**config.mk**
```make
export PLATFORM = sky130hd
export DESIGN_NAME = assoc_lk_scheduler_flat
export DESIGN_NICKNAME = d
export VERILOG_FILES = /design/src/rtl/ekf_slam_pkg.sv /design/src/rtl/assoc_lk_scheduler_if.sv /design/src/rtl/assoc_lk_scheduler_watchdog.sv /design/src/rtl/assoc_lk_scheduler.sv /design/src/flat_wrapper.sv
export SDC_FILE = /design/constraint.sdc
export NUM_CORES = 1
export LEC_CHECK = 0
export CORE_MARGIN = 4
export CORE_UTILIZATION = 52
export DETAILED_ROUTE_END_ITERATION = 7
export PLACE_DENSITY = 0.79
export REMOVE_ABC_BUFFERS = 1
export SYNTH_ARGS = -nofsm -noshare
export SYNTH_HDL_FRONTEND = slang
export SYNTH_HIERARCHICAL = 1
export SYNTH_SLANG_ARGS = --single-unit
```
**constraint.sdc**
```tcl
create_clock -name clk -period 2.9 [get_ports clk]
set_input_delay 0.58 -clock clk [delete_from_list [all_inputs] [get_ports clk]]
set_output_delay 0.58 -clock clk [all_outputs]
set_load 0.01 [all_outputs]
```
**src/rtl/ekf_slam_pkg.sv**
```systemverilog
// Shared EKF-SLAM codes: association status, map command types and the
// association scheduler state encoding, plus the post-settle command decision.
package ekf_slam_pkg;

  localparam logic [1:0] ASSOC_WAIT = 2'b00;
  localparam logic [1:0] ASSOC_NEW  = 2'b01;
  localparam logic [1:0] ASSOC_UPD  = 2'b10;
  localparam logic [1:0] ASSOC_FAIL = 2'b11;

  localparam logic [1:0] CMD_NEW  = 2'b01;
  localparam logic [1:0] CMD_UPD  = 2'b10;
  localparam logic [1:0] CMD_DROP = 2'b11;

  localparam logic [2:0] ST_IDLE   = 3'd0;
  localparam logic [2:0] ST_CHECK  = 3'd1;
  localparam logic [2:0] ST_SCAN   = 3'd2;
  localparam logic [2:0] ST_SETTLE = 3'd3;
  localparam logic [2:0] ST_ISSUE  = 3'd4;

  // Map command implied by the settled association status.
  // A NEW result on a full map cannot be stored, so it is dropped.
  function automatic logic [1:0] settle_cmd(input logic [1:0] status, input logic full);
    case (status)
      ASSOC_UPD: return CMD_UPD;
      ASSOC_NEW: return full ? CMD_DROP : CMD_NEW;
      default:   return CMD_DROP;
    endcase
  endfunction

endpackage

```
**src/rtl/assoc_lk_scheduler_if.sv**
```systemverilog
// Observation / association-engine / map-command handshakes of the scheduler.
// master = scheduler side, slave = environment side.
interface assoc_lk_scheduler_if #(parameter int ROW_LEN = 10);
  logic               obs_valid;
  logic               obs_ready;
  logic               assoc_start;
  logic               assoc_done;
  logic [ROW_LEN-1:0] l_k;
  logic [1:0]         assoc_status;
  logic [ROW_LEN-1:0] assoc_l_k;
  logic               cmd_valid;
  logic               cmd_ready;
  logic [1:0]         cmd_type;
  logic [ROW_LEN-1:0] cmd_l_k;

  modport master (
    input  obs_valid, assoc_done, assoc_status, assoc_l_k, cmd_ready,
    output obs_ready, assoc_start, l_k, cmd_valid, cmd_type, cmd_l_k
  );

  modport slave (
    output obs_valid, assoc_done, assoc_status, assoc_l_k, cmd_ready,
    input  obs_ready, assoc_start, l_k, cmd_valid, cmd_type, cmd_l_k
  );
endinterface

```
**src/rtl/assoc_lk_scheduler_watchdog.sv**
```systemverilog
// assoc_watchdog: counts consecutive enabled cycles without a kick and flags
// expiry on the TIMEOUT_CYC-th such cycle. Leaving the enabled state clears it.
module assoc_watchdog #(
  parameter int TIMEOUT_CYC = 1024
) (
  input  logic clk,
  input  logic rst_n,
  input  logic en,
  input  logic kick,
  output logic expired
);
  localparam int CW = $clog2(TIMEOUT_CYC + 1);

  logic [CW-1:0] cnt;

  assign expired = en && !kick && (cnt == CW'(TIMEOUT_CYC - 1));

  // Idle-cycle counter; restarts on kick, on expiry and whenever disabled.
  always_ff @(posedge clk or negedge rst_n) begin
    if (!rst_n)                     cnt <= '0;
    else if (!en || kick || expired) cnt <= '0;
    else                            cnt <= cnt + CW'(1);
  end
endmodule

```
**src/rtl/assoc_lk_scheduler.sv**
```systemverilog
// assoc_lk_scheduler: per observation, sweeps l_k over all stored landmarks
// (one assoc_start per index), waits for the chi-square result to settle and
// issues one map command (NEW / UPD / DROP). Owns the landmark count.
// Optional feature macro: ASSOC_TIMEOUT_EN (assoc_done watchdog, assoc_err).
module assoc_lk_scheduler
  import ekf_slam_pkg::*;
#(
  parameter int ROW_LEN     = 10,
  parameter int MAX_LM      = 16,
  parameter int SETTLE_CYC  = 2,
  parameter int TIMEOUT_CYC = 1024
) (
  input  logic                 clk,
  input  logic                 sys_rst_n,
  input  logic                 lm_clear,
  assoc_lk_scheduler_if.master bus,
  output logic [ROW_LEN-1:0]   lm_num,
  output logic                 map_full,
  output logic                 assoc_err
);
  localparam int                 SW       = $clog2(SETTLE_CYC + 1);
  localparam logic [ROW_LEN-1:0] MAX_LM_V = ROW_LEN'(MAX_LM);

  logic [2:0]         state;
  logic [SW-1:0]      settle_cnt;
  logic               wd_expired;
  logic [1:0]         sel_type;
  logic [ROW_LEN-1:0] sel_l_k;

`ifdef ASSOC_TIMEOUT_EN
  assoc_watchdog #(.TIMEOUT_CYC(TIMEOUT_CYC)) u_wd (
    .clk     (clk),
    .rst_n   (sys_rst_n),
    .en      (state == ST_SCAN),
    .kick    (bus.assoc_done),
    .expired (wd_expired)
  );
`else
  assign wd_expired = 1'b0;
`endif

  // Command and target chosen from the settled association result.
  always_comb begin
    sel_type = settle_cmd(bus.assoc_status, map_full);
    sel_l_k  = '0;
    case (sel_type)
      CMD_UPD: sel_l_k = bus.assoc_l_k;
      CMD_NEW: sel_l_k = lm_num + ROW_LEN'(1);
      default: sel_l_k = '0;
    endcase
  end

  // Scheduler FSM; every output is a register.
  always_ff @(posedge clk or negedge sys_rst_n) begin
    if (!sys_rst_n) begin
      state           <= ST_IDLE;
      settle_cnt      <= '0;
      bus.obs_ready   <= 1'b0;
      bus.assoc_start <= 1'b0;
      bus.l_k         <= '0;
      bus.cmd_valid   <= 1'b0;
      bus.cmd_type    <= 2'b00;
      bus.cmd_l_k     <= '0;
      lm_num          <= '0;
      map_full        <= 1'b0;
      assoc_err       <= 1'b0;
    end else begin
      bus.assoc_start <= 1'b0;
      case (state)
        ST_IDLE: begin
          if (lm_clear) begin
            lm_num        <= '0;
            map_full      <= 1'b0;
            bus.obs_ready <= 1'b0;
          end else if (bus.obs_valid && bus.obs_ready) begin
            bus.obs_ready <= 1'b0;
            state         <= ST_CHECK;
          end else begin
            bus.obs_ready <= 1'b1;
          end
        end
        ST_CHECK: begin
          bus.l_k <= ROW_LEN'(1);
          if (lm_num == '0) begin
            // Empty map: nothing to associate against, seed landmark 1.
            bus.cmd_type  <= CMD_NEW;
            bus.cmd_l_k   <= ROW_LEN'(1);
            bus.cmd_valid <= 1'b1;
            state         <= ST_ISSUE;
          end else begin
            bus.assoc_start <= 1'b1;
            state           <= ST_SCAN;
          end
        end
        ST_SCAN: begin
          if (wd_expired) begin
            assoc_err     <= 1'b1;
            bus.cmd_type  <= CMD_DROP;
            bus.cmd_l_k   <= '0;
            bus.l_k       <= '0;
            bus.cmd_valid <= 1'b1;
            state         <= ST_ISSUE;
          end else if (bus.assoc_done) begin
            if (bus.l_k < lm_num) begin
              bus.l_k         <= bus.l_k + ROW_LEN'(1);
              bus.assoc_start <= 1'b1;
            end else begin
              settle_cnt <= '0;
              state      <= ST_SETTLE;
            end
          end
        end
        ST_SETTLE: begin
          if (settle_cnt == SW'(SETTLE_CYC - 1)) begin
            bus.cmd_type  <= sel_type;
            bus.cmd_l_k   <= sel_l_k;
            bus.l_k       <= sel_l_k;
            bus.cmd_valid <= 1'b1;
            state         <= ST_ISSUE;
          end else begin
            settle_cnt <= settle_cnt + SW'(1);
          end
        end
        ST_ISSUE: begin
          if (bus.cmd_valid && bus.cmd_ready) begin
            bus.cmd_valid <= 1'b0;
            bus.obs_ready <= 1'b1;
            if (bus.cmd_type == CMD_NEW && !map_full) begin
              lm_num   <= lm_num + ROW_LEN'(1);
              map_full <= (lm_num + ROW_LEN'(1)) == MAX_LM_V;
            end
            state <= ST_IDLE;
          end
        end
        default: state <= ST_IDLE;
      endcase
    end
  end
endmodule

```
**src/flat_wrapper.sv**
```systemverilog
// flat-port wrapper written by rule: the top's interface ports become plain ports
module assoc_lk_scheduler_flat import ekf_slam_pkg::*;
#(
  parameter int ROW_LEN     = 10,
  parameter int MAX_LM      = 16,
  parameter int SETTLE_CYC  = 2,
  parameter int TIMEOUT_CYC = 1024
)
  (clk, sys_rst_n, lm_clear, lm_num, map_full, assoc_err, bus_obs_valid, bus_assoc_done, bus_assoc_status, bus_assoc_l_k, bus_cmd_ready, bus_obs_ready, bus_assoc_start, bus_l_k, bus_cmd_valid, bus_cmd_type, bus_cmd_l_k);
  assoc_lk_scheduler_if #(.ROW_LEN(ROW_LEN)) bus_i ();
  input  logic clk;
  input  logic sys_rst_n;
  input  logic lm_clear;
  output logic [ROW_LEN-1:0] lm_num;
  output logic map_full;
  output logic assoc_err;
  input wire logic [$bits(bus_i.obs_valid)-1:0] bus_obs_valid;
  input wire logic [$bits(bus_i.assoc_done)-1:0] bus_assoc_done;
  input wire logic [$bits(bus_i.assoc_status)-1:0] bus_assoc_status;
  input wire logic [$bits(bus_i.assoc_l_k)-1:0] bus_assoc_l_k;
  input wire logic [$bits(bus_i.cmd_ready)-1:0] bus_cmd_ready;
  output wire logic [$bits(bus_i.obs_ready)-1:0] bus_obs_ready;
  output wire logic [$bits(bus_i.assoc_start)-1:0] bus_assoc_start;
  output wire logic [$bits(bus_i.l_k)-1:0] bus_l_k;
  output wire logic [$bits(bus_i.cmd_valid)-1:0] bus_cmd_valid;
  output wire logic [$bits(bus_i.cmd_type)-1:0] bus_cmd_type;
  output wire logic [$bits(bus_i.cmd_l_k)-1:0] bus_cmd_l_k;
  assign bus_i.obs_valid = bus_obs_valid;
  assign bus_i.assoc_done = bus_assoc_done;
  assign bus_i.assoc_status = bus_assoc_status;
  assign bus_i.assoc_l_k = bus_assoc_l_k;
  assign bus_i.cmd_ready = bus_cmd_ready;
  assign bus_obs_ready = bus_i.obs_ready;
  assign bus_assoc_start = bus_i.assoc_start;
  assign bus_l_k = bus_i.l_k;
  assign bus_cmd_valid = bus_i.cmd_valid;
  assign bus_cmd_type = bus_i.cmd_type;
  assign bus_cmd_l_k = bus_i.cmd_l_k;
  assoc_lk_scheduler #(.ROW_LEN(ROW_LEN), .MAX_LM(MAX_LM), .SETTLE_CYC(SETTLE_CYC), .TIMEOUT_CYC(TIMEOUT_CYC)) u_core (.clk(clk), .sys_rst_n(sys_rst_n), .lm_clear(lm_clear), .bus(bus_i), .lm_num(lm_num), .map_full(map_full), .assoc_err(assoc_err));
endmodule
```
== Yosys cells after proc, flatten, opt, wreduce, memory -nomap -nowiden ==
Index checks and enable logic that the tools add are counted.
Word-level totals
  bits in registers: 41
  output and inout bits: 37
Operators by class
  muxes and demuxes: 44
  reduce and logical (&&, ||, !) cells: 18
  magnitude comparators: 1
  add/subtract/negate cells: 3
  eq/ne operators: 22
Operators by type and width (count)
  $mux 10: 7
  $pmux 10 s2: 3
  $pmux 10 s3: 1
  $mux 3: 7
  $add 10x1->10 const B: 2
  $reduce_and 4->1: 4
  $pmux 3 s5: 1
  $mux 1: 12
  $mux 2: 6
  $ne 2x1->1 const B: 6
  $pmux 2 s2: 3
  $eq 10x5->1 const B: 1
  $logic_not 10->1: 1
  $lt 10x10->1: 1
  $ne 2x2->1 const B: 5
  $eq 2x1->1 const B: 4
  $eq 3x2->1 const B: 2
  $pmux 1 s2: 3
  $reduce_and 6->1: 1
  $reduce_bool 2->1: 3
  $reduce_bool 3->1: 2
  $eq 2x2->1 const B: 2
  $eq 3x1->1 const B: 1
  $eq 3x3->1 const B: 1
  7 further kinds: 9

== Longest topological paths before layout ==
Gate-level depths: netlist of run 1.
  depth in word-level cells: 6
  mapped depth: 9
  depth with buffers taken out: 7

== Worst setup path before layout of run 1 ==
OpenSTA, ideal clock, no wires.
  path kind: reg-to-reg
  start point: reg u_core.lm_num[3]
  end point: reg u_core.bus.l_k[0]
  stages on the path, launching flop included: 8
  path buffers: 0
  data arrival time: 2.048 ns
  setup slack: 0.727 ns
  setup time: 0.125 ns
  cells stage by stage: dfrtp_1 -> inv_1 -> ha_1 -> a211o_1 -> o211ai_1 -> o211ai_2 -> a21oi_4 -> mux2_2
Between the ends
  longest elaborated chain between the ends: 3
Ends and longest elaborated chain
  from (decl): RTL line assoc_lk_scheduler.sv:17  | output logic [ROW_LEN-1:0] lm_num,
  from (signal assigned): RTL line assoc_lk_scheduler.sv:129  | lm_num <= lm_num + ROW_LEN'(1);
  $lt 10x10->1: RTL line assoc_lk_scheduler.sv:104  | if (bus.l_k < lm_num) begin
  $ne 2x1->1 (no line)
  $reduce_and 4->1 (no line)
  to (signal assigned): RTL line assoc_lk_scheduler.sv:105  | bus.l_k <= bus.l_k + ROW_LEN'(1);
  to (signal assigned): RTL line assoc_lk_scheduler.sv:117  | bus.l_k <= sel_l_k;
  to (decl): RTL line assoc_lk_scheduler_if.sv:18  | output obs_ready, assoc_start, l_k, cmd_valid, cmd_type, cmd_l_k
Every way passes these cells.
A chain may end at the register's enable or synchronous reset.

== Final worst setup path of run 1 ==
  start point: in bus_assoc_status[0]
  end point: reg u_core.bus.l_k[4]
Between the ends
  longest elaborated chain between the ends: 6
  elaborated cells on any way between the ends: 8
Ends and longest elaborated chain
  from (decl): RTL line flat_wrapper.sv:19  | input wire logic [$bits(bus_i.assoc_status)-1:0] bus_assoc_status;
  $eq 2x1->1 / $eq 2x2->1 (equally long branches): RTL line ekf_slam_pkg.sv:23  | case (status)
  $pmux 2 s2 *: RTL line ekf_slam_pkg.sv:23
  $eq 2x1->1 / $eq 2x2->1 (equally long branches): RTL line assoc_lk_scheduler.sv:46  | case (sel_type)
  $pmux 10 s2 *: RTL line assoc_lk_scheduler.sv:46
  $mux 10 *: RTL line assoc_lk_scheduler.sv:114  | if (settle_cnt == SW'(SETTLE_CYC - 1)) begin
  $pmux 10 s3 *: RTL line assoc_lk_scheduler.sv:69  | case (state)
Every way passes the cells marked *; elsewhere a longest branch is shown, timed or not. The select of a mux whose other input is x is not followed.

==> impl_metrics.csv, run 1 <==
group,metric,value,unit
sta,final.period_utilization,83.7,%
yosys,mean_instance_size_in_the_synthesized_netlist,9.27,sq um
floorplanning,io_pins,55,
yosys,synth_top_cell_by_area,"sky130_fd_sc_hd__dfrtp_1",
setup_path,crit_path_max_fanout,8,
grt,grt_util_all_layers,25.7,%
yosys,synth_async_sr_flop_share,100,%
setup_path,cp.buffers_inverters,2,
sta,final.min_clock_period,2.43,ns
yosys,synth_enable_flop_cells,0,
clock_tree,tritoncts,"built",
yosys,area_share_of_the_leading_cell_type_in_the_synthesized_netlist,36.4,%
grt,grt_max_degree,42,
power,comb_power_share,4.6,%
floorplanning,core,0.00517,sq mm
yosys,synth_flop_cell,"sky130_fd_sc_hd__dfrtp_1",
layout,postLayoutCoreUtil,67.4,%
flow_run,drv.max_cap_violation_count,0,
layout,post_route_cells_drive_above_1_share,10.1,%
yosys,yosys_register_bits,41,
route,wl_per_cell,19.0,um
clock_tree,htree_levels,2,
power,swShare,21.3,%
place,dpl.cell_count,419,
sta,relative_slew_margins,37.6,%
clock_tree,ctsLongestPathBuffers,2,
layout,antenna-diode-count,0,
sta,final-max-slew-violation-count,0,
floorplanning,floorplan.initialDensity,54.5,%
yosys,postSynthCellCount,304,
floorplanning,dieArea,0.00666,sq mm
route,detailroute.wirelength.met3,634,um
floorplanning,fp-row-count,26,
setup_path,crit_required,3.13,ns
setup_path,endpoint_kind_of_the_worst_setup_timing_path,"flip-flop",
route,initialDrtViolationCount,287,
sta,max_freq,412,MHz
layout,area_growth,23.8,%
clock_tree,cts_sinks,41,
power,internal_power,0.846,mW
clock_tree,number_of_buffers_inserted_for_hold_repair_after_clock_tree_synthesis,0,
setup_path,cp.arrival,2.66,ns
clock_tree,cts_resized,0,
setup_path,critical_path_cell_sequence,"clkdlybuf4s50_1 > inv_1 > ha_1 > a211oi_1 > nand2b_1 > o21ai_0 > o32a_1",
route,topRoutingLayerUsed,"met4",
route,detail_route.drc_violations,0,
grt,grt_remaining_overflow,0,
grt,antenna_found_initial,0,
place,place_hpwl,5900,um
yosys,syn-cell-area,0.00282,sq mm
power,power.share.clock,42.3,%
route,viasPerCell,6.24,
sta,finalSetupTns,0,ns
setup_path,path_class,"in -> reg",
grt,grt_first_pass_wirelength,13200,um
sta,grt_setup_unrepaired,"false",
worst_hold_path,worstHoldPathType,"in -> async",
clock_tree,post-cts-setup-buffer-count,0,
setup_path,cpLargestDelayFamily,"compound AO/OA/AOI/OAI gates",
yosys,yosys_warnings,6,
sta,finalSetupViolations,0,
power,power.switching,0.229,mW
power,power.static_leakage,1.46,nW
route,wl,8070,um
place,place.port_buffers,53,
sta,tightest_slew,0.936,ns
setup_path,setup.worst_path.start_class,"input port",
layout,layout.nets,391,
setup_path,critical_path_s_slowest_cell,"sky130_fd_sc_hd__clkdlybuf4s50_1",
route,num_vias,2658,
clock_tree,worst_skew_pair.late_latency,0.30,ns
floorplanning,die-width,81.6,um
power,fraction_of_power_consumed_by_sequential_logic,53.1,%
sta,finalHoldViolCount,0,
layout,fin_cells,426,
clock_tree,clockRootBuffer,"sky130_fd_sc_hd__clkbuf_8",
route,route.antenna.remaining_nets,0,
grt,grt_pass1_vias,2674,
power,cellPowerDensity,308,mW/mm^2
yosys,synth.top_cells.by_area,"sky130_fd_sc_hd__dfrtp_1 (36%), sky130_fd_sc_hd__ha_1 (7.5%), sky130_fd_sc_hd__nand2_1 (4.1%), sky130_fd_sc_hd__o21ai_0 (4.1%), sky130_fd_sc_hd__mux2_2 (2.8%)",
sta,skew,0.00819,ns
power,vdd_ir_drop_max,161,uV
clock_tree,cts_made_buffers,5,
floorplanning,die-height,81.6,um
setup_path,timing.critical_path.slowest_cell_delay,0.48,ns
place,weighted_congestion_reported_at_the_end_of_routability_driven_placement,0.897,
yosys,synth_cell_types,66,
route,first_pass_iters,5,
clock_tree,clkSlewWorstSetupHoldPaths,0.08,ns
yosys,yosysSeqAreaShare,36.4,%
route,met2_length,4030,um
route,route.layer.met1.wl,3270,um
outcome,outcome,"complete, no violations",
[cell type report]
cell class,instances,area [sq um]
fill,402,1690
multi-input combinational,231,1640
sequential,41,1030
timing repair buffer,58,563
tap,70,87.6
inverter,19,71.3
clock buffer,5,68.8
clock inverter,2,35.0
[registers in the layout, indices dropped and copies added, names as in the netlist]
name / flops
u_core/bus.cmd_l_k: 10
u_core/bus.l_k: 10
u_core/lm_num: 10
u_core/state: 3
u_core/bus.cmd_type: 2
u_core/settle_cnt: 2
u_core/bus.assoc_start: 1
u_core/bus.cmd_valid: 1
u_core/bus.obs_ready: 1
u_core/map_full: 1
[metrics by stage]
stage / area [sq um] / worst slack (ns) / total power, mW / hold slack, ns
floorplan: 2730 / 0.435 / 0.593 / 0.284
global placement: 3380 / 0.275 / 0.631 / 0.492
detailed placement: 3380 / 0.206 / 0.632 / 0.502
CTS: 3490 / 0.538 / 1.08 / 0.462
global route: 3490 / 0.314 / 1.11 / 0.487
finish: 3490 / 0.474 / 1.07 / 0.419
[worst reg2reg max path: cells and delay by family, from the launching register on]
| family | cells | cell delay (ns) |
|---|---|---|
| compound gates | 4 | 1.03 |
| flops | 1 | 0.50 |
| fa+ha+maj | 1 | 0.33 |
| simple gates | 1 | 0.27 |
| buf+inv | 1 | 0.13 |
[cell families after synthesis]
kind of cell    after synthesis  share of synthesized area, %
simple gates                103                          19.5
other cells                   1                         0.133
xor+xnor                      9                          3.06
flops                        41                          36.4
fa+ha+maj                    17                          7.55
buf+inv                      32                          5.55
mux                           9                          3.69
compound gates               92                          24.1
[cell usage after synthesis, types with 7 or more instances]
library cell and number:
sky130_fd_sc_hd__xnor2_1 8, sky130_fd_sc_hd__nand3_1 13, sky130_fd_sc_hd__o21ai_0 23, sky130_fd_sc_hd__dfrtp_1 41, sky130_fd_sc_hd__nor2_1 18, sky130_fd_sc_hd__inv_1 19
sky130_fd_sc_hd__a21oi_1 9, sky130_fd_sc_hd__ha_1 17, sky130_fd_sc_hd__mux2_2 7, sky130_fd_sc_hd__nand2_1 31, sky130_fd_sc_hd__a22o_1 7
[power by group through the flow]
stage	Combinational [mW]	Sequential [mW]	Clock, mW
detailed placement	0.0496	0.583	0
finish	0.0489	0.571	0.455
global placement	0.0488	0.583	0
floorplan	0.0101	0.583	0
global route	0.0535	0.571	0.486
CTS	0.0499	0.571	0.461
[cell usage in the layout (no fill, tap or decap), types with 8 or more instances in the layout]
cell                              instances
sky130_fd_sc_hd__dfrtp_1                 41
sky130_fd_sc_hd__a21oi_1                  9
sky130_fd_sc_hd__nand2_1                 31
sky130_fd_sc_hd__clkdlybuf4s50_1         52
sky130_fd_sc_hd__ha_1                    17
sky130_fd_sc_hd__o21ai_0                 23
sky130_fd_sc_hd__inv_1                   19
sky130_fd_sc_hd__xnor2_1                  8
sky130_fd_sc_hd__nor2_1                  18
sky130_fd_sc_hd__nand3_1                 13
[metal layers]
| layer | up-vias | global-route usage [%] |
|---|---|---|
| met5 | - | 0 |
| met4 | 0 | 6.98 |
| met3 | 15 | 4.82 |
| met2 | 136 | 44.2 |
| met1 | 1278 | 33.1 |
| li1 | 1229 | - |
[worst paths after layout]
check	start	endpoint	slack [ns]	cells after the start
worst max-delay path	bus_assoc_status[0]	u_core/bus.l_k[4]	0.47	7
worst min register to register	u_core/bus.cmd_l_k[3]	u_core/bus.cmd_l_k[3]	0.52	1
max in group asynchronous	sys_rst_n	u_core/bus.cmd_type[1]	1.89	1
worst min-delay path	sys_rst_n	u_core/lm_num[8]	0.42	1
worst max register to register	u_core/lm_num[3]	u_core/bus.l_k[4]	0.53	7
min in group clk	u_core/bus.cmd_l_k[3]	u_core/bus.cmd_l_k[3]	0.52	1
No activity file was read; power rests on OpenSTA's default activity.
==> inputs of run 2 (changes only) <==
--- a/config.mk
+++ b/config.mk
@@ -6,9 +6,9 @@
 export NUM_CORES = 1
 export LEC_CHECK = 0
 export CORE_MARGIN = 4
-export CORE_UTILIZATION = 52
+export CORE_UTILIZATION = 47
 export DETAILED_ROUTE_END_ITERATION = 7
-export PLACE_DENSITY = 0.79
+export PLACE_DENSITY = 0.75
 export REMOVE_ABC_BUFFERS = 1
 export SYNTH_ARGS = -nofsm -noshare
 export SYNTH_HDL_FRONTEND = slang
==> constraint.sdc (replaced) <==
create_clock -name clk -period 2 [get_ports clk]
set_input_delay 0.4 -clock clk [delete_from_list [all_inputs] [get_ports clk]]
set_output_delay 0.4 -clock clk [all_outputs]
set_load 0.01 [all_outputs]
==> impl_metrics.csv, run 2 (same netlist as run 1, synthesis figures left out) <==
group,metric,value,unit
grt,antenna_found_initial,0,
floorplanning,dieArea,0.00730,sq mm
grt,grt_util_all_layers,24.7,%
sta,final-max-slew-violation-count,0,
layout,multi_input_area,0.00174,sq mm
layout,fillCellCount,433,
floorplanning,floorplan.initialDensity,49.6,%
layout,area_growth,44.7,%
layout,fin_cells,490,
layout,final_cell_mix,"sky130_fd_sc_hd__buf_4 (64), sky130_fd_sc_hd__clkdlybuf4s50_1 (52), sky130_fd_sc_hd__dfrtp_1 (41)",
clock_tree,clkSlewWorstSetupHoldPaths,0.09,ns
power,cellPowerDensity,401,mW/mm^2
power,vdd_ir_drop_max,301,uV
layout,reg_top3,"u_core/bus.cmd_l_k: 10 flops, u_core/bus.l_k: 10 flops, u_core/lm_num: 10 flops",
clock_tree,htree_levels,2,
clock_tree,tritoncts,"built",
sta,final_critical_path_setup_slack,-0.0716,ns
sta,relative_slew_margins,62.8,%
route,wl,8810,um
place,place.port_buffers,53,
sta,final.min_clock_period,2.07,ns
clock_tree,cts_made_buffers,5,
floorplanning,core,0.00568,sq mm
route,num_vias,2885,
sta,finalSetupTns,-0.358,ns
setup_path,endpoint_kind_of_the_worst_setup_timing_path,"flip-flop",
sta,tightest_slew,0.558,ns
clock_tree,number_of_buffers_inserted_for_hold_repair_after_clock_tree_synthesis,0,
setup_path,crit_path_max_fanout,4,
place,place_hpwl,6550,um
layout,fin_area,0.00408,sq mm
route,viasPerCell,5.89,
outcome,outcome,"finished, violations left",
sta,max_freq,483,MHz
sta,finalSetupViolations,14,
setup_path,cp.arrival,2.26,ns
route,route.antenna.remaining_nets,0,
layout,layout_commonest_cell,"sky130_fd_sc_hd__buf_4",
clock_tree,worst_skew_pair.late_latency,0.30,ns
place,dpl.cell_count,476,
outcome,violations_in_the_final_reports,"setup timing",
setup_path,crit_required,2.19,ns
clock_tree,clockRootBuffer,"sky130_fd_sc_hd__clkbuf_8",
worst_hold_path,worstHoldPathType,"in -> async",
floorplanning,io_pins,55,
grt,grt_pass1_vias,2887,
grt,grt_first_pass_wirelength,14100,um
grt,grt_remaining_overflow,0,
place,place_area,0.00381,sq mm
layout,antenna-diode-count,0,
route,wl_per_cell,18.0,um
route,detail_route.drc_violations,0,
route,initialDrtViolationCount,185,
layout,layout.nets,452,
layout,sequential_cell_area,0.00103,sq mm
grt,grt_max_degree,42,
flow_run,drv.max_cap_violation_count,0,
sta,skew,0.0103,ns
setup_path,path_class,"reg -> reg",
route,first_pass_iters,5,
setup_path,setup.worst_path.start_class,"flip-flop",
clock_tree,cts_sinks,41,
place,weighted_congestion_reported_at_the_end_of_routability_driven_placement,0.902,
power,power.static_leakage,1.78,nW
clock_tree,ctsLongestPathBuffers,2,
sta,grt_setup_unrepaired,"true",
layout,post_route_cells_drive_above_1_share,27.3,%
floorplanning,fp-row-count,27,
sta,finalHoldViolCount,0,
sta,final.period_utilization,104,%
floorplanning,die-width,85.4,um
floorplanning,die-height,85.4,um
run 2: stage by stage:
step / hold WS [ns] / setup slack [ns] / util (%) / power (mW)
final: 0.170 / -0.0716 / 71.8 / 1.63
after CTS: 0.181 / -0.0332 / 70.6 / 1.65
after global routing: 0.213 / -0.159 / 71.8 / 1.69
after floorplan: 0.104 / -0.465 / - / 0.860
after detailed placement: 0.495 / -0.460 / 67.2 / 0.930
after global placement: 0.490 / -0.414 / 67.2 / 0.930
run 2: timing repair:
action	4_1_cts	5_1_grt
setup endpoints to repair	14	23
buffers inserted	2	4
gates resized for setup	17	10
pin swaps	5	6
run 2: critical path, stage by stage, from the launching register on:
cell                       delay [ns]
sky130_fd_sc_hd__dfrtp_1         0.40
sky130_fd_sc_hd__inv_2           0.10
sky130_fd_sc_hd__ha_4            0.21
sky130_fd_sc_hd__a211o_1         0.25
sky130_fd_sc_hd__o211ai_1        0.16
sky130_fd_sc_hd__o211ai_2        0.19
sky130_fd_sc_hd__buf_4           0.19
sky130_fd_sc_hd__a21oi_4         0.14
sky130_fd_sc_hd__mux2_4          0.31
run 2: layout make-up:
cell class	count	share of cell area [%]
repair buffers	119	25.4
clock inverters	1	0.737
well taps	72	2.21
clock buffers	7	2.12
inverters	19	1.75
flip-flops and latches	41	25.2
multi-input cells	231	42.6
run 2: per-layer routing:
layer  global-route usage [%]  vias to the layer above  part of all wire [%]
met5                        0                        -                     0
met4                     8.78                        0                   2.3
met3                     4.56                       21                   6.1
met2                     42.1                      104                    50
met1                     31.2                     1401                    42
li1                         -                     1359                     -
run 2: final timing paths:
check / from / to / slack [ns] / depth (start not counted)
worst max-delay path: u_core/lm_num[3] / u_core/bus.l_k[0] / -0.07 / 8
worst min-delay path: sys_rst_n / u_core/lm_num[8] / 0.17 / 2
worst max register to register: u_core/lm_num[3] / u_core/bus.l_k[0] / -0.07 / 8
worst min register to register: u_core/bus.cmd_l_k[1] / u_core/bus.cmd_l_k[1] / 0.51 / 1
max in group asynchronous: sys_rst_n / u_core/bus.l_k[0] / 1.45 / 2
min in group clk: u_core/bus.cmd_l_k[1] / u_core/bus.cmd_l_k[1] / 0.51 / 1
run 2: power by group:
part	internal (mW)	switching, mW	leakage, nW
sequential	0.828	0	0.552
combinational	0.0469	0.0415	1.17
clock	0.408	0.311	0.0585
total	1.28	0.352	1.78
==> inputs of run 3 (changes only) <==
--- a/config.mk
+++ b/config.mk
@@ -8,6 +8,7 @@
 export CORE_MARGIN = 4
 export CORE_UTILIZATION = 47
 export DETAILED_ROUTE_END_ITERATION = 7
+export GPL_TIMING_DRIVEN = 0
 export PLACE_DENSITY = 0.75
 export REMOVE_ABC_BUFFERS = 1
 export SYNTH_ARGS = -nofsm -noshare
==> impl_metrics.csv, run 3 (same netlist as run 1, synthesis figures left out) <==
group,metric,value,unit
outcome,outcome,"finished, violations left",
outcome,violations_in_the_final_reports,"setup timing",
clock_tree,worst_skew_pair.late_latency,0.30,ns
grt,grt_max_degree,25,
sta,skew,0.00416,ns
grt,grt_util_met2,36.4,%
floorplanning,dieArea,0.00730,sq mm
layout,layout.nets,418,
grt,grt_remaining_overflow,0,
route,first_pass_iters,4,
power,swShare,23.9,%
clock_tree,ctsLongestPathBuffers,2,
layout,post_route_cells_drive_above_1_share,28.1,%
sta,final_critical_path_setup_slack,-0.0506,ns
power,power.share.clock,37.7,%
floorplanning,io_pins,55,
place,placement.setup.worst_slack,-0.852,ns
setup_path,cp.arrival,2.24,ns
power,comb_power_share,5.7,%
setup_path,endpoint_kind_of_the_worst_setup_timing_path,"flip-flop",
power,power.static_leakage,1.63,nW
floorplanning,core,0.00568,sq mm
power,vdd_ir_drop_max,317,uV
sta,tightest_slew,0.600,ns
grt,grt_util_all_layers,22.6,%
power,fraction_of_power_consumed_by_sequential_logic,56.6,%
route,wl_per_cell,17.8,um
flow_run,drv.max_cap_violation_count,0,
route,initialDrtViolationCount,173,
sta,relative_slew_margins,59.8,%
route,route.antenna.remaining_nets,0,
clock_tree,clkSlewWorstSetupHoldPaths,0.08,ns
layout,fillCellCount,448,
sta,finalSetupViolations,9,
grt,grt_busiest_layer,"met2",
grt,globalRouteMet1Util,30.1,%
sta,final-max-slew-violation-count,0,
clock_tree,cts_sinks,41,
grt,grt_pass1_vias,2666,
sta,hold-worst-slack,0.0424,ns
clock_tree,number_of_buffers_inserted_for_hold_repair_after_clock_tree_synthesis,0,
clock_tree,cts_made_buffers,5,
place,weighted_congestion_reported_at_the_end_of_routability_driven_placement,0.890,
place,place_hpwl,5570,um
floorplanning,fp-row-count,27,
clock_tree,tritoncts,"built",
route,wl,8110,um
grt,met3_usage_in_global_routing,4.76,%
setup_path,crit_required,2.19,ns
sta,finalHoldViolCount,0,
floorplanning,die-width,85.4,um
sta,final.min_clock_period,2.05,ns
setup_path,crit_path_max_fanout,8,
route,num_vias,2752,
setup_path,setup.worst_path.start_class,"flip-flop",
route,viasPerCell,6.04,
place,dpl.cell_count,417,
layout,antenna-diode-count,0,
layout,final_cell_mix,"sky130_fd_sc_hd__clkdlybuf4s50_1 (50), sky130_fd_sc_hd__nand2_1 (31), sky130_fd_sc_hd__buf_4 (26)",
power,cellPowerDensity,373,mW/mm^2
grt,antenna_found_initial,0,
clock_tree,htree_levels,2,
worst_hold_path,worstHoldPathType,"in -> async",
floorplanning,die-height,85.4,um
route,detail_route.drc_violations,0,
setup_path,path_class,"reg -> reg",
floorplanning,floorplan.initialDensity,49.6,%
layout,area_growth,39.0,%
power,internal_power,1.11,mW
power,power.switching,0.350,mW
layout,fin_cells,456,
sta,final.period_utilization,103,%
sta,grt_setup_unrepaired,"true",
grt,grt_first_pass_wirelength,13200,um
place,place.port_buffers,53,
sta,finalSetupTns,-0.174,ns
sta,max_freq,488,MHz
clock_tree,clockRootBuffer,"sky130_fd_sc_hd__clkbuf_8",
layout,reg_top3,"u_core/bus.cmd_l_k: 10 flops, u_core/bus.l_k: 10 flops, u_core/lm_num: 10 flops",
layout,layout_commonest_cell,"sky130_fd_sc_hd__clkdlybuf4s50_1",
run 3: changes by cell type in the layout (fill, tap and decap cells not counted), sizes merged:
cell,delta
buf,-34
bufinv,-1
clkbuf,-2
clkdlybuf4s50,-2
clkinv,+2
clkinvlp,+1
dlygate4sd2,+2
run 3: layer usage:
metal | wire, um | share of wire (%)
met1 | 3670 | 45
met2 | 3840 | 47
met3 | 392 | 4.8
met4 | 213 | 2.6
met5 | 0 | 0
run 3: timing repair:
item / 4_1_cts / 5_1_grt
setup endpoints to repair: 25 / 22
pin swaps: 13 / 8
setup buffers: 23 / 8
resized for setup: 37 / 24
run 3: cell type report:
| class | instances | area, sq um | area share [%] |
|---|---|---|---|
| flip-flops and latches | 41 | 1050 | 26.7 |
| clock inverters | 3 | 17.5 | 0.447 |
| repair buffers | 85 | 803 | 20.5 |
| inverters | 19 | 71.3 | 1.82 |
| multi-input cells | 231 | 1820 | 46.5 |
| clock buffers | 5 | 68.8 | 1.76 |
| well taps | 72 | 90.1 | 2.30 |
run 3: worst paths after layout:
path | start | to | slack (ns) | cells after the start
max | u_core/lm_num[3] | u_core/bus.l_k[2] | -0.05 | 8
min | sys_rst_n | u_core/lm_num[8] | 0.04 | 1
max reg2reg | u_core/lm_num[3] | u_core/bus.l_k[2] | -0.05 | 8
min reg2reg | u_core/settle_cnt[0] | u_core/settle_cnt[0] | 0.51 | 1
max in group asynchronous | sys_rst_n | u_core/state[0] | 1.46 | 2
min in group clk | u_core/settle_cnt[0] | u_core/settle_cnt[0] | 0.51 | 1
run 3: worst max-delay path, cell delays in order, from the launching register on:
cell and delay [ns]:
sky130_fd_sc_hd__dfrtp_2 0.42, sky130_fd_sc_hd__inv_2 0.09, sky130_fd_sc_hd__ha_4 0.20, sky130_fd_sc_hd__a211o_1 0.24, sky130_fd_sc_hd__o211ai_1 0.15, sky130_fd_sc_hd__o211ai_4 0.21
sky130_fd_sc_hd__buf_6 0.17, sky130_fd_sc_hd__a221o_1 0.32, sky130_fd_sc_hd__o221a_2 0.13
run 3: metrics by stage:
stage | instance area [sq um] | utilization (%) | total power, mW
after floorplan | 2730 | - | 0.860
after global routing | 3920 | 69.0 | 1.54
after detailed placement | 3370 | 59.3 | 0.920
final | 3920 | 69.0 | 1.46
after global placement | 3350 | 59.1 | 0.917
after CTS | 3760 | 66.2 | 1.47
run 3: power groups by stage:
stage	clock (mW)	sequential, mW	combinational [mW]
floorplan	0	0.845	0.0146
global placement	0	0.845	0.0726
detailed placement	0	0.845	0.0757
CTS	0.561	0.828	0.0836
global route	0.620	0.828	0.0902
finish	0.552	0.828	0.0829
